## config.mk

```make
export PLATFORM = sky130hd
export DESIGN_NAME = dbg_dmem_bridge_flat
export DESIGN_NICKNAME = d
export VERILOG_FILES = /design/src/rtl/dbg_pkg.sv /design/src/rtl/dbg_dmem_bridge_if.sv /design/src/rtl/dbg_resp_shifter.sv /design/src/rtl/dbg_dmem_bridge.sv /design/src/flat_wrapper.sv
export SDC_FILE = /design/constraint.sdc
export NUM_CORES = 1
export LEC_CHECK = 0
export ABC_AREA = 1
export BUFFER_PORTS_ARGS = -buffer_cell sky130_fd_sc_hd__buf_4
export CORE_ASPECT_RATIO = 0.6
export CORE_MARGIN = 2
export CORE_UTILIZATION = 60
export CTS_BUF_LIST = sky130_fd_sc_hd__clkbuf_4 sky130_fd_sc_hd__clkbuf_8
export DETAILED_ROUTE_END_ITERATION = 12
export PLACE_DENSITY = 0.86
export RECOVER_POWER = 100
export SYNTH_ARGS = -nofsm -noshare
export SYNTH_HDL_FRONTEND = slang
export SYNTH_SLANG_ARGS = --single-unit
```

## constraint.sdc

```tcl
create_clock -name i_clk -period 2.2 [get_ports i_clk]
set_input_delay 0.33 -clock i_clk [delete_from_list [all_inputs] [get_ports i_clk]]
set_output_delay 0.33 -clock i_clk [all_outputs]
set_load 0.01 [all_outputs]
```

## src/rtl/dbg_pkg.sv

```systemverilog
// Shared constants, state encoding and helpers for the debugger data-memory bridge.
package dbg_pkg;

  localparam int unsigned DATA_W         = 32;
  localparam int unsigned BYTES_PER_WORD = 4;
  localparam int unsigned RSP_CNT_W      = 3;

  localparam logic [7:0] CMD_WR  = 8'h57;
  localparam logic [7:0] CMD_RD  = 8'h52;
  localparam logic [7:0] RSP_ACK = 8'h4B;
  localparam logic [7:0] RSP_ERR = 8'h3F;

  typedef logic [2:0] state_t;

  localparam state_t StIdle   = 3'd0;
  localparam state_t StAddrHi = 3'd1;
  localparam state_t StAddrLo = 3'd2;
  localparam state_t StData   = 3'd3;
  localparam state_t StMemWr  = 3'd4;
  localparam state_t StMemRd  = 3'd5;
  localparam state_t StResp   = 3'd6;
  localparam state_t StErr    = 3'd7;

  typedef enum logic {OpRd, OpWr} op_e;

  typedef logic [RSP_CNT_W-1:0] rsp_cnt_t;

  // Single-byte responses sit in the top byte so they leave the shifter first.
  function automatic logic [DATA_W-1:0] rsp_byte_word(input logic [7:0] b);
    return {b, {(DATA_W - 8){1'b0}}};
  endfunction

endpackage

```

## src/rtl/dbg_dmem_bridge_if.sv

```systemverilog
// UART byte stream, response stream and data-memory port-2 signals of the bridge.
interface dbg_dmem_bridge_if
  import dbg_pkg::*;
#(
  parameter int unsigned ADDR_W = 10
) ();

  logic              i_rx_valid;
  logic [7:0]        i_rx_data;
  logic              o_tx_valid;
  logic [7:0]        o_tx_data;
  logic              i_tx_ready;
  logic [ADDR_W-1:0] o_mem_addr;
  logic              o_mem_write;
  logic [DATA_W-1:0] o_mem_wdata;
  logic [DATA_W-1:0] i_mem_rdata;
  logic              o_busy;
  logic              o_rx_drop;

  modport master (
    input  i_rx_valid,
    input  i_rx_data,
    input  i_tx_ready,
    input  i_mem_rdata,
    output o_tx_valid,
    output o_tx_data,
    output o_mem_addr,
    output o_mem_write,
    output o_mem_wdata,
    output o_busy,
    output o_rx_drop
  );

  modport slave (
    output i_rx_valid,
    output i_rx_data,
    output i_tx_ready,
    output i_mem_rdata,
    input  o_tx_valid,
    input  o_tx_data,
    input  o_mem_addr,
    input  o_mem_write,
    input  o_mem_wdata,
    input  o_busy,
    input  o_rx_drop
  );

endinterface

```

## src/rtl/dbg_resp_shifter.sv

```systemverilog
// Response buffer: loads up to one word, presents its top byte and shifts on each handshake.
module dbg_resp_shifter
  import dbg_pkg::*;
(
  input  logic              clk,
  input  logic              rst_n,
  input  logic              load,
  input  logic [DATA_W-1:0] load_data,
  input  rsp_cnt_t          load_cnt,
  input  logic              ready,
  output logic              valid,
  output logic [7:0]        data,
  output logic              last
);

  logic [DATA_W-1:0] buf_q, buf_d;
  rsp_cnt_t          cnt_q, cnt_d;

  always_comb begin
    buf_d = buf_q;
    cnt_d = cnt_q;
    if (load) begin
      buf_d = load_data;
      cnt_d = load_cnt;
    end else if (valid && ready) begin
      buf_d = {buf_q[DATA_W-9:0], 8'h00};
      cnt_d = cnt_q - rsp_cnt_t'(1);
    end
  end

  always_ff @(posedge clk or negedge rst_n) begin
    if (!rst_n) begin
      buf_q <= '0;
      cnt_q <= '0;
    end else begin
      buf_q <= buf_d;
      cnt_q <= cnt_d;
    end
  end

  assign valid = (cnt_q != '0);
  assign last  = (cnt_q == rsp_cnt_t'(1));
  assign data  = buf_q[DATA_W-1 -: 8];

endmodule

```

## src/rtl/dbg_dmem_bridge.sv

```systemverilog
// Debugger command engine: parses UART bytes into single-word reads/writes on
// data-memory port 2 and streams the response bytes back to the transmitter.
module dbg_dmem_bridge
  import dbg_pkg::*;
#(
  parameter int unsigned ADDR_W         = 10,
  parameter int unsigned TIMEOUT_CYCLES = 1000000
) (
  input  logic              i_clk,
  input  logic              i_rst_n,
  dbg_dmem_bridge_if.master bus
);

  localparam int unsigned     TmoW    = $clog2(TIMEOUT_CYCLES + 1);
  localparam logic [TmoW-1:0] TmoLast = TmoW'(TIMEOUT_CYCLES - 1);

  state_t            state_q, state_d;
  op_e               op_q, op_d;
  logic [7:0]        hi_q, hi_d;
  logic [ADDR_W-1:0] addr_q, addr_d;
  logic [DATA_W-1:0] wdata_q, wdata_d;
  logic [1:0]        cnt_q, cnt_d;
  logic [TmoW-1:0]   tmo_q, tmo_d;

  logic              accepting;
  logic              rx_take;
  logic              tmo_hit;
  logic              rsp_load;
  logic [DATA_W-1:0] rsp_word;
  rsp_cnt_t          rsp_cnt;
  logic              rsp_valid;
  logic              rsp_last;
  logic [7:0]        rsp_byte;

  assign accepting = (state_q == StIdle) || (state_q == StAddrHi) ||
                     (state_q == StAddrLo) || (state_q == StData);
  assign rx_take   = bus.i_rx_valid && accepting;
  assign tmo_hit   = (tmo_q == TmoLast);

  always_comb begin
    state_d  = state_q;
    op_d     = op_q;
    hi_d     = hi_q;
    addr_d   = addr_q;
    wdata_d  = wdata_q;
    cnt_d    = cnt_q;
    tmo_d    = '0;
    rsp_load = 1'b0;
    rsp_word = '0;
    rsp_cnt  = '0;

    unique case (state_q)
      StIdle: begin
        if (rx_take) begin
          if (bus.i_rx_data == CMD_WR) begin
            op_d    = OpWr;
            state_d = StAddrHi;
          end else if (bus.i_rx_data == CMD_RD) begin
            op_d    = OpRd;
            state_d = StAddrHi;
          end else begin
            state_d = StErr;
          end
        end
      end
      StAddrHi: begin
        if (rx_take) begin
          hi_d    = bus.i_rx_data;
          state_d = StAddrLo;
        end else if (tmo_hit) begin
          state_d = StIdle;
        end else begin
          tmo_d = tmo_q + TmoW'(1);
        end
      end
      StAddrLo: begin
        if (rx_take) begin
          // Upper address bits beyond ADDR_W are dropped silently.
          addr_d  = ADDR_W'({hi_q, bus.i_rx_data});
          cnt_d   = '0;
          state_d = (op_q == OpWr) ? StData : StMemRd;
        end else if (tmo_hit) begin
          state_d = StIdle;
        end else begin
          tmo_d = tmo_q + TmoW'(1);
        end
      end
      StData: begin
        if (rx_take) begin
          wdata_d = {wdata_q[DATA_W-9:0], bus.i_rx_data};
          if (cnt_q == 2'(BYTES_PER_WORD - 1)) begin
            state_d = StMemWr;
          end else begin
            cnt_d = cnt_q + 2'd1;
          end
        end else if (tmo_hit) begin
          state_d = StIdle;
        end else begin
          tmo_d = tmo_q + TmoW'(1);
        end
      end
      StMemWr: begin
        rsp_load = 1'b1;
        rsp_word = rsp_byte_word(RSP_ACK);
        rsp_cnt  = rsp_cnt_t'(1);
        state_d  = StResp;
      end
      StMemRd: begin
        rsp_load = 1'b1;
        rsp_word = bus.i_mem_rdata;
        rsp_cnt  = rsp_cnt_t'(BYTES_PER_WORD);
        state_d  = StResp;
      end
      StErr: begin
        rsp_load = 1'b1;
        rsp_word = rsp_byte_word(RSP_ERR);
        rsp_cnt  = rsp_cnt_t'(1);
        state_d  = StResp;
      end
      StResp: begin
        if (!rsp_valid || (bus.i_tx_ready && rsp_last)) begin
          state_d = StIdle;
        end
      end
      default: state_d = StIdle;
    endcase
  end

  always_ff @(posedge i_clk or negedge i_rst_n) begin
    if (!i_rst_n) begin
      state_q <= StIdle;
      op_q    <= OpRd;
      hi_q    <= '0;
      addr_q  <= '0;
      wdata_q <= '0;
      cnt_q   <= '0;
      tmo_q   <= '0;
    end else begin
      state_q <= state_d;
      op_q    <= op_d;
      hi_q    <= hi_d;
      addr_q  <= addr_d;
      wdata_q <= wdata_d;
      cnt_q   <= cnt_d;
      tmo_q   <= tmo_d;
    end
  end

  dbg_resp_shifter u_resp_shifter (
    .clk       (i_clk),
    .rst_n     (i_rst_n),
    .load      (rsp_load),
    .load_data (rsp_word),
    .load_cnt  (rsp_cnt),
    .ready     (bus.i_tx_ready),
    .valid     (rsp_valid),
    .data      (rsp_byte),
    .last      (rsp_last)
  );

  assign bus.o_tx_valid  = rsp_valid;
  assign bus.o_tx_data   = rsp_byte;
  assign bus.o_mem_addr  = addr_q;
  assign bus.o_mem_write = (state_q == StMemWr);
  assign bus.o_mem_wdata = wdata_q;
  assign bus.o_busy      = (state_q != StIdle);
  assign bus.o_rx_drop   = bus.i_rx_valid && !accepting;

endmodule

```

## src/flat_wrapper.sv

```systemverilog
// flat-port wrapper written by rule: the top's interface ports become plain ports
module dbg_dmem_bridge_flat import dbg_pkg::*;
#(
  parameter int unsigned ADDR_W         = 10,
  parameter int unsigned TIMEOUT_CYCLES = 1000000
)
  (i_clk, i_rst_n, bus_i_rx_valid, bus_i_rx_data, bus_i_tx_ready, bus_i_mem_rdata, bus_o_tx_valid, bus_o_tx_data, bus_o_mem_addr, bus_o_mem_write, bus_o_mem_wdata, bus_o_busy, bus_o_rx_drop);
  dbg_dmem_bridge_if #(.ADDR_W(ADDR_W)) bus_i ();
  input  logic i_clk;
  input  logic i_rst_n;
  input wire logic [$bits(bus_i.i_rx_valid)-1:0] bus_i_rx_valid;
  input wire logic [$bits(bus_i.i_rx_data)-1:0] bus_i_rx_data;
  input wire logic [$bits(bus_i.i_tx_ready)-1:0] bus_i_tx_ready;
  input wire logic [$bits(bus_i.i_mem_rdata)-1:0] bus_i_mem_rdata;
  output wire logic [$bits(bus_i.o_tx_valid)-1:0] bus_o_tx_valid;
  output wire logic [$bits(bus_i.o_tx_data)-1:0] bus_o_tx_data;
  output wire logic [$bits(bus_i.o_mem_addr)-1:0] bus_o_mem_addr;
  output wire logic [$bits(bus_i.o_mem_write)-1:0] bus_o_mem_write;
  output wire logic [$bits(bus_i.o_mem_wdata)-1:0] bus_o_mem_wdata;
  output wire logic [$bits(bus_i.o_busy)-1:0] bus_o_busy;
  output wire logic [$bits(bus_i.o_rx_drop)-1:0] bus_o_rx_drop;
  assign bus_i.i_rx_valid = bus_i_rx_valid;
  assign bus_i.i_rx_data = bus_i_rx_data;
  assign bus_i.i_tx_ready = bus_i_tx_ready;
  assign bus_i.i_mem_rdata = bus_i_mem_rdata;
  assign bus_o_tx_valid = bus_i.o_tx_valid;
  assign bus_o_tx_data = bus_i.o_tx_data;
  assign bus_o_mem_addr = bus_i.o_mem_addr;
  assign bus_o_mem_write = bus_i.o_mem_write;
  assign bus_o_mem_wdata = bus_i.o_mem_wdata;
  assign bus_o_busy = bus_i.o_busy;
  assign bus_o_rx_drop = bus_i.o_rx_drop;
  dbg_dmem_bridge #(.ADDR_W(ADDR_W), .TIMEOUT_CYCLES(TIMEOUT_CYCLES)) u_core (.i_clk(i_clk), .i_rst_n(i_rst_n), .bus(bus_i));
endmodule
```

======== Word-level counts from Yosys, hierarchy flattened ========
Index checks and enable logic that the tools add are counted.
word-level totals
  register bits after elaboration ......... 105
  output and inout bits ................... 54
  logic and storage cells ................. 82
cells by class
  add/sub/neg operators ................... 3
  equal/unequal tests ..................... 18
  mux-type cells .......................... 27
  reductions and logical operators ........ 25
operators with widths
  cell                                                             count
  32-bit one-hot mux with 3 select lines                           1
  32-bit 2-to-1 mux                                                2
  20-bit 2-to-1 mux                                                3
  3-bit 2-to-1 mux                                                 12
  20-bit by 1-bit adder with 20-bit output, second input constant  1
  20-bit == test, second input constant                            1
  3-bit one-hot mux with 6 select lines                            1
  8-bit by 7-bit == test with 1-bit output, second input constant  2
  3-bit == test, second input constant                             4
  2-bit by 1-bit != test with 1-bit output, second input constant  4
  3-bit by 1-bit == test with 1-bit output, second input constant  2
  3-bit by 2-bit == test with 1-bit output, second input constant  2
  2-bit 2-to-1 mux                                                 3
  3-bit one-hot mux with 2 select lines                            1
  2-bit AND reduction                                              3
  3-bit AND reduction                                              2
  2-bit nonzero test                                               3
  3-bit nonzero test                                               2
  3-bit OR reduction                                               2
  1-bit logical AND                                                4
  1-bit logical OR                                                 4
  2-bit one-hot mux with 2 select lines                            1
  4-bit AND reduction                                              1
  3-bit zero test                                                  1
  other kinds (8)                                                  11

======== Logic depth before layout (Yosys ltp) ========
  depth in word-level cells ............... 7
  depth in mapped cells ................... 11
  gate-level depth less buffers ........... 11

======== Modules after synthesis ========
A second synthesis with hierarchy kept.
second synthesis, totals
  cell total of the unflattened synthesis .. 684
  area, all modules ....................... 5382.7 µm²
by module, submodules not included
  module            instances  cells each  area each (µm²)
  dbg_dmem_bridge   1          455         3508.4
  dbg_resp_shifter  1          229         1874.3

======== Worst setup path before layout ========
OpenSTA, ideal clock, no wires.
  path type ............................... reg-to-reg
  start point ............................. register u_core.u_resp_shifter.cnt_q[0]
  end point ............................... register u_core.u_resp_shifter.buf_q[7]
  library setup time ...................... 121 ps
  data arrival time ....................... 1397 ps
  required time ........................... 2079 ps
  path slack .............................. 682 ps
  stages on the path, launching flop included .. 9
  clock period less this slack ............ 1518 ps
  cells stage by stage .................... dfrtp_1 > inv_1 > ha_1 > nand2_1 > nand2_1 > nand2_4 > inv_2 > buf_6 > a22o_1
on the way
  word-level cells in the longest chain between the ends .. 3
RTL lines
  what                                 RTL line                text
  from (decl)                          dbg_resp_shifter.sv:17  rsp_cnt_t cnt_q, cnt_d;
  from (signal assigned)               dbg_resp_shifter.sv:37  cnt_q <= cnt_d;
  3-bit nonzero test                   dbg_resp_shifter.sv:41  assign valid = (cnt_q != '0);
  via bus_o_tx_valid                   flat_wrapper.sv:15      output wire logic [$bits(bus_i.o_tx_valid)-1:0] bus_o_tx_valid;
  1-bit logical AND                    dbg_resp_shifter.sv:25  end else if (valid && ready) begin
  2-bit nonzero test (no source line)  -
  to (signal assigned)                 dbg_resp_shifter.sv:36  buf_q <= buf_d;
  to (decl)                            dbg_resp_shifter.sv:16  logic [DATA_W-1:0] buf_q, buf_d;
The timed path passes the listed nets, and every way through them passes these cells.
A chain may end at the register's enable or synchronous reset.

======== Worst setup path in the final report ========
  start point ............................. register u_core.state_q[1]
  end point ............................... output bus_o_busy
on the way
  word-level cells in the longest chain between the ends .. 1
RTL lines
  what                    RTL line                text
  from (decl)             dbg_dmem_bridge.sv:17   state_t state_q, state_d;
  from (signal assigned)  dbg_dmem_bridge.sv:131  state_q <= StIdle;
  from (signal assigned)  dbg_dmem_bridge.sv:139  state_q <= state_d;
  3-bit nonzero test      dbg_dmem_bridge.sv:166  assign bus.o_busy = (state_q != StIdle);
  to (decl)               flat_wrapper.sv:20      output wire logic [$bits(bus_i.o_busy)-1:0] bus_o_busy;
No other way between the ends.

==> results <==
- The total power draw is 6.57 mW.
- The die width is 119 um.
- Summing over every cut layer, the via total after detailed routing is 3,897.
- Synthesis inferred 105 register bits.
- The worst hold path passes through 2 cells.
- The post-DP HPWL is 7850 um.
- For this configuration, the core starts out at a cell density of 0.614.
- The worst min-delay path startpoint is bus_i_mem_rdata[7].
- Max-cap violations in this run came to 0.
- For hold timing, the worst endpoint is u_core.u_resp_shifter.buf_q[7]$_DFFE_PN0P_.
- Synthesis produced a netlist whose cell count is 512.
- The post-detailed-route wirelength per cell is 15.3 um.
- Measured against its own limit, the worst slew margin works out to 0.0792.
- The smallest clock period supported by the final layout is computed as 1.95 ns.
- The setup-violating endpoint count in the final report is 0.
- The largest area contributor in the synthesized netlist is dfrtp_1.
- The power per cell area is 1200 mW/mm^2.
- The number of cells in the design after placement is 697.
- At the placement stage, the worst setup path has a slack of 0.357 ns.
- The top flip-flop cell by instance count after synthesis is dfrtp_1.
- The aggregate routed wire length is 10,900 um.
- The cell area that synthesis handed to floorplanning was 0.00478 mm^2.
- Traced cell by cell, the critical path runs through inv_1, nand2_1, nor2_1, inv_1, clkbuf_1.
- The count of TritonRoute iterations in the first routing pass is 5.
- Entering global routing, the biggest net connects 106 pins.
- The worst hold slack is 0.170 ns.
- Of all nets on the critical path, the largest fanout is 5.
- The count of routing violations after the opening detailed-route iteration is 406.
- The Yosys step of the flow raised 0 warnings.
- The worst-path cell with the longest stage delay is dfrtp_1.
- The worst clock skew is 0.0116 ns.
- In this design, the critical path's most frequently occurring cell is inv_1.
- The floorplan step defined a die boundary enclosing 0.00873 mm^2.
- CTS saw 105 sinks.
- The number of global-route vias before repair came to 3,577.
- The TritonCTS clock tree is done.
- The number of buffers on the longest clock path is 2.
- For this run, the register share of the synthesized area comes to 0.549.
- The source-to-sink clock delay at the later pin of the worst-skew pair is 0.37 ns.
- The leakage power is 2.60 nW.
- In this run the worst hold path is classified as input port to register.
- After clock tree synthesis, the clock-pin slew on the worst setup and hold paths is 0.10 ns.
- After synthesis, the cell types taking the most area are dfrtp_1, nand2_1, mux2_2.
- The count of hold buffers inserted by post-cts repair is 0.
- Setup total negative slack on the finished layout was measured at 0 ns.
- The maximum vdd ir drop is 0.530 mV.
- The critical setup path kind is register to output port.
- The sum of overflow across all layers after global routing is 0.
- The arrival time at the worst endpoint is 1.62 ns.
- The post-place instance area is 0.00554 mm^2.
- The post-synthesis cell type count is 35.
- The core occupancy in the finished layout is 0.705.
- For the pin with the worst max-slew slack, the measured transition is 1.38 ns.
- In this run the post-CTS setup repair buffer count came out at 0.
- The first-pass GRT wire length is 17,800 um.
- The number of top-level design ports is 98.
- The top cell type's share of synthesized area is 0.549.
- The number of nets produced by synthesis is 561.
- For this run, design rule violations remaining after detail routing come to 0.
- The count of endpoints failing hold in the final timing report is 0.
- At the end of routability-driven placement, the weighted congestion stood at 0.906.
- The count of instances resized after the clock tree is built is 0.
- The most repeated cell in the gate-level netlist after synthesis is dfrtp_1.
- In this run the critical register-to-register path is captured at u_core.tmo_q[12]$_DFF_PN0_.
- From synthesis to final layout, the design area changed by 14.7%.
- Buffers inserted during clock tree synthesis total 9.
- The number of slew-limit violations in the final report is 0.
- After layout, the worst setup slack is 0.249 ns.
- The final antenna-violating net count is 0.
- The number of vias per cell after detailed routing is 5.47.
- The reg-to-reg critical path startpoint is u_core.tmo_q[0]$_DFF_PN0_.
- The number of antenna violations at the first check in global routing was 0.
- For this run, the slowest stage of the critical path takes 0.44 ns.
- The flow ran to the end, and the final reports show no timing, DRC or antenna violations.
- Port buffering added 97 buffers.
- The worst path required time is 1.87 ns.
- The upper clock frequency limit is 0.513 GHz.
- The slack of the worst reg-to-reg path is 0.29 ns.
- The root buffer cell chosen for the clock tree is clkbuf_8.
- The element type at the critical path end is an output port.
- The number of cells on the worst reg-to-reg path is 6.
- The mean area per synthesized cell is 9.34 um^2.
- Counting flops with a built-in enable in the synthesized netlist gives 0.
- The die is 73.2 um tall.
- Across every metal layer, demand over resource in global routing totals 0.262.
- The commonest cells after synthesis are dfrtp_1, nand2_1, nor2_1.
- The total area inside the core boundary comes to 0.00779 mm^2.
- The H-tree was split into 3 levels.
- Setup repair after global routing left no endpoint under its margin.
- The share of post-route cells with drive strength above 1 is 0.161.
- Row generation in the floorplan step produced 25 rows.
- The antenna cell count is 0.
- The kind of start point of the critical path is a register.
- The fraction of the cycle the final worst path needs is 0.887.
- Of all flip-flops after synthesis, the portion carrying an async set or reset was 1.00.
- The net count of the finished layout is 649.
- The number of standard cells in the final layout excluding fillers is 712.
- After routing the design area is 0.00549 mm^2.
==> state kept, by name, indices dropped and copies added (netlist names) <==
register / cells
u_core.bus.o_mem_addr: 10
u_core.bus.o_mem_wdata: 32
u_core.cnt_q: 2
u_core.hi_q: 2
u_core.op_q: 1
u_core.state_q: 3
u_core.tmo_q: 20
u_core.u_resp_shifter.buf_q: 32
u_core.u_resp_shifter.cnt_q: 3
==> cells by family after synthesis <==
group           share of synthesized area
simple gates                        0.191
flops                               0.549
compound gates                      0.110
buf+inv                            0.0701
mux                                0.0518
xor+xnor                           0.0146
fa+ha+maj                          0.0131
==> how the worst max path moves through the flow <==
stage | startpoint | to | slack (ns) | cells past startpoint
2_1_floorplan | u_core.u_resp_shifter.cnt_q[0]$_DFFE_PN0P_ | u_core.u_resp_shifter.buf_q[7]$_DFFE_PN0P_ | 0.68 | 8
3_3_place_gp | u_core.tmo_q[0]$_DFF_PN0_ | u_core.tmo_q[12]$_DFF_PN0_ | 0.46 | 6
3_5_place_dp | u_core.tmo_q[0]$_DFF_PN0_ | u_core.tmo_q[12]$_DFF_PN0_ | 0.36 | 6
4_1_cts | u_core.tmo_q[0]$_DFF_PN0_ | u_core.tmo_q[12]$_DFF_PN0_ | 0.31 | 6
5_1_grt | u_core.state_q[2]$_DFFE_PN0P_ | u_core.bus.o_mem_addr[0]$_DFFE_PN0P_ | 0.11 | 6
6_report | u_core.state_q[1]$_DFFE_PN0P_ | bus_o_busy | 0.25 | 5
==> per-layer routing <==
metal / track usage / share of wire
met1: 0.398 / 0.47
met4: 0.0728 / 0.016
met3: 0.0609 / 0.063
met2: 0.381 / 0.45
met5: 0 / 0
==> cell usage in the layout, fill, tap and decap left out, drive strengths merged <==
cell    Yosys  final
o22ai       3      3
nor3       13     13
xor2        5      5
nand3      14     14
or2         1      1
buf        21     44
dfrtp     105    105
a22o        8      8
bufinv      0      1
o31ai       3      3
ha          5      5
a211oi      2      2
o21ai      41     41
mux2       22     22
clkinv      0      2
o211a       1      1
a31oi      16     16
clkbuf      4     69
nor3b       1      1
nand4       4      4
xnor2       3      3
nor2       71     71
a221oi      1      1
a21oi      15     15
inv        45     46
nand2     108    108
==> critical path: cells and delay by family (launching register included) <==
kind | cells | cell delay (ns)
buffers and inverters | 3 | 0.39
flip-flops | 1 | 0.44
AND/OR/NAND/NOR | 2 | 0.42
==> report_power, final <==
part,switching [mW],internal (mW)
Sequential,0.425,2.56
Clock,0.638,0.551
Combinational,1.53,0.858
==> layout make-up <==
type,count,area [um^2]
Sequential cell,105,2630
Inverter,45,169
Multi-Input combinational cell,337,1800
Timing Repair Buffer,102,571
Clock buffer,11,139
Fill cell,630,2300
Tap cell,108,135
Clock inverter,4,52.6
No activity file was read; power rests on OpenSTA's default activity.
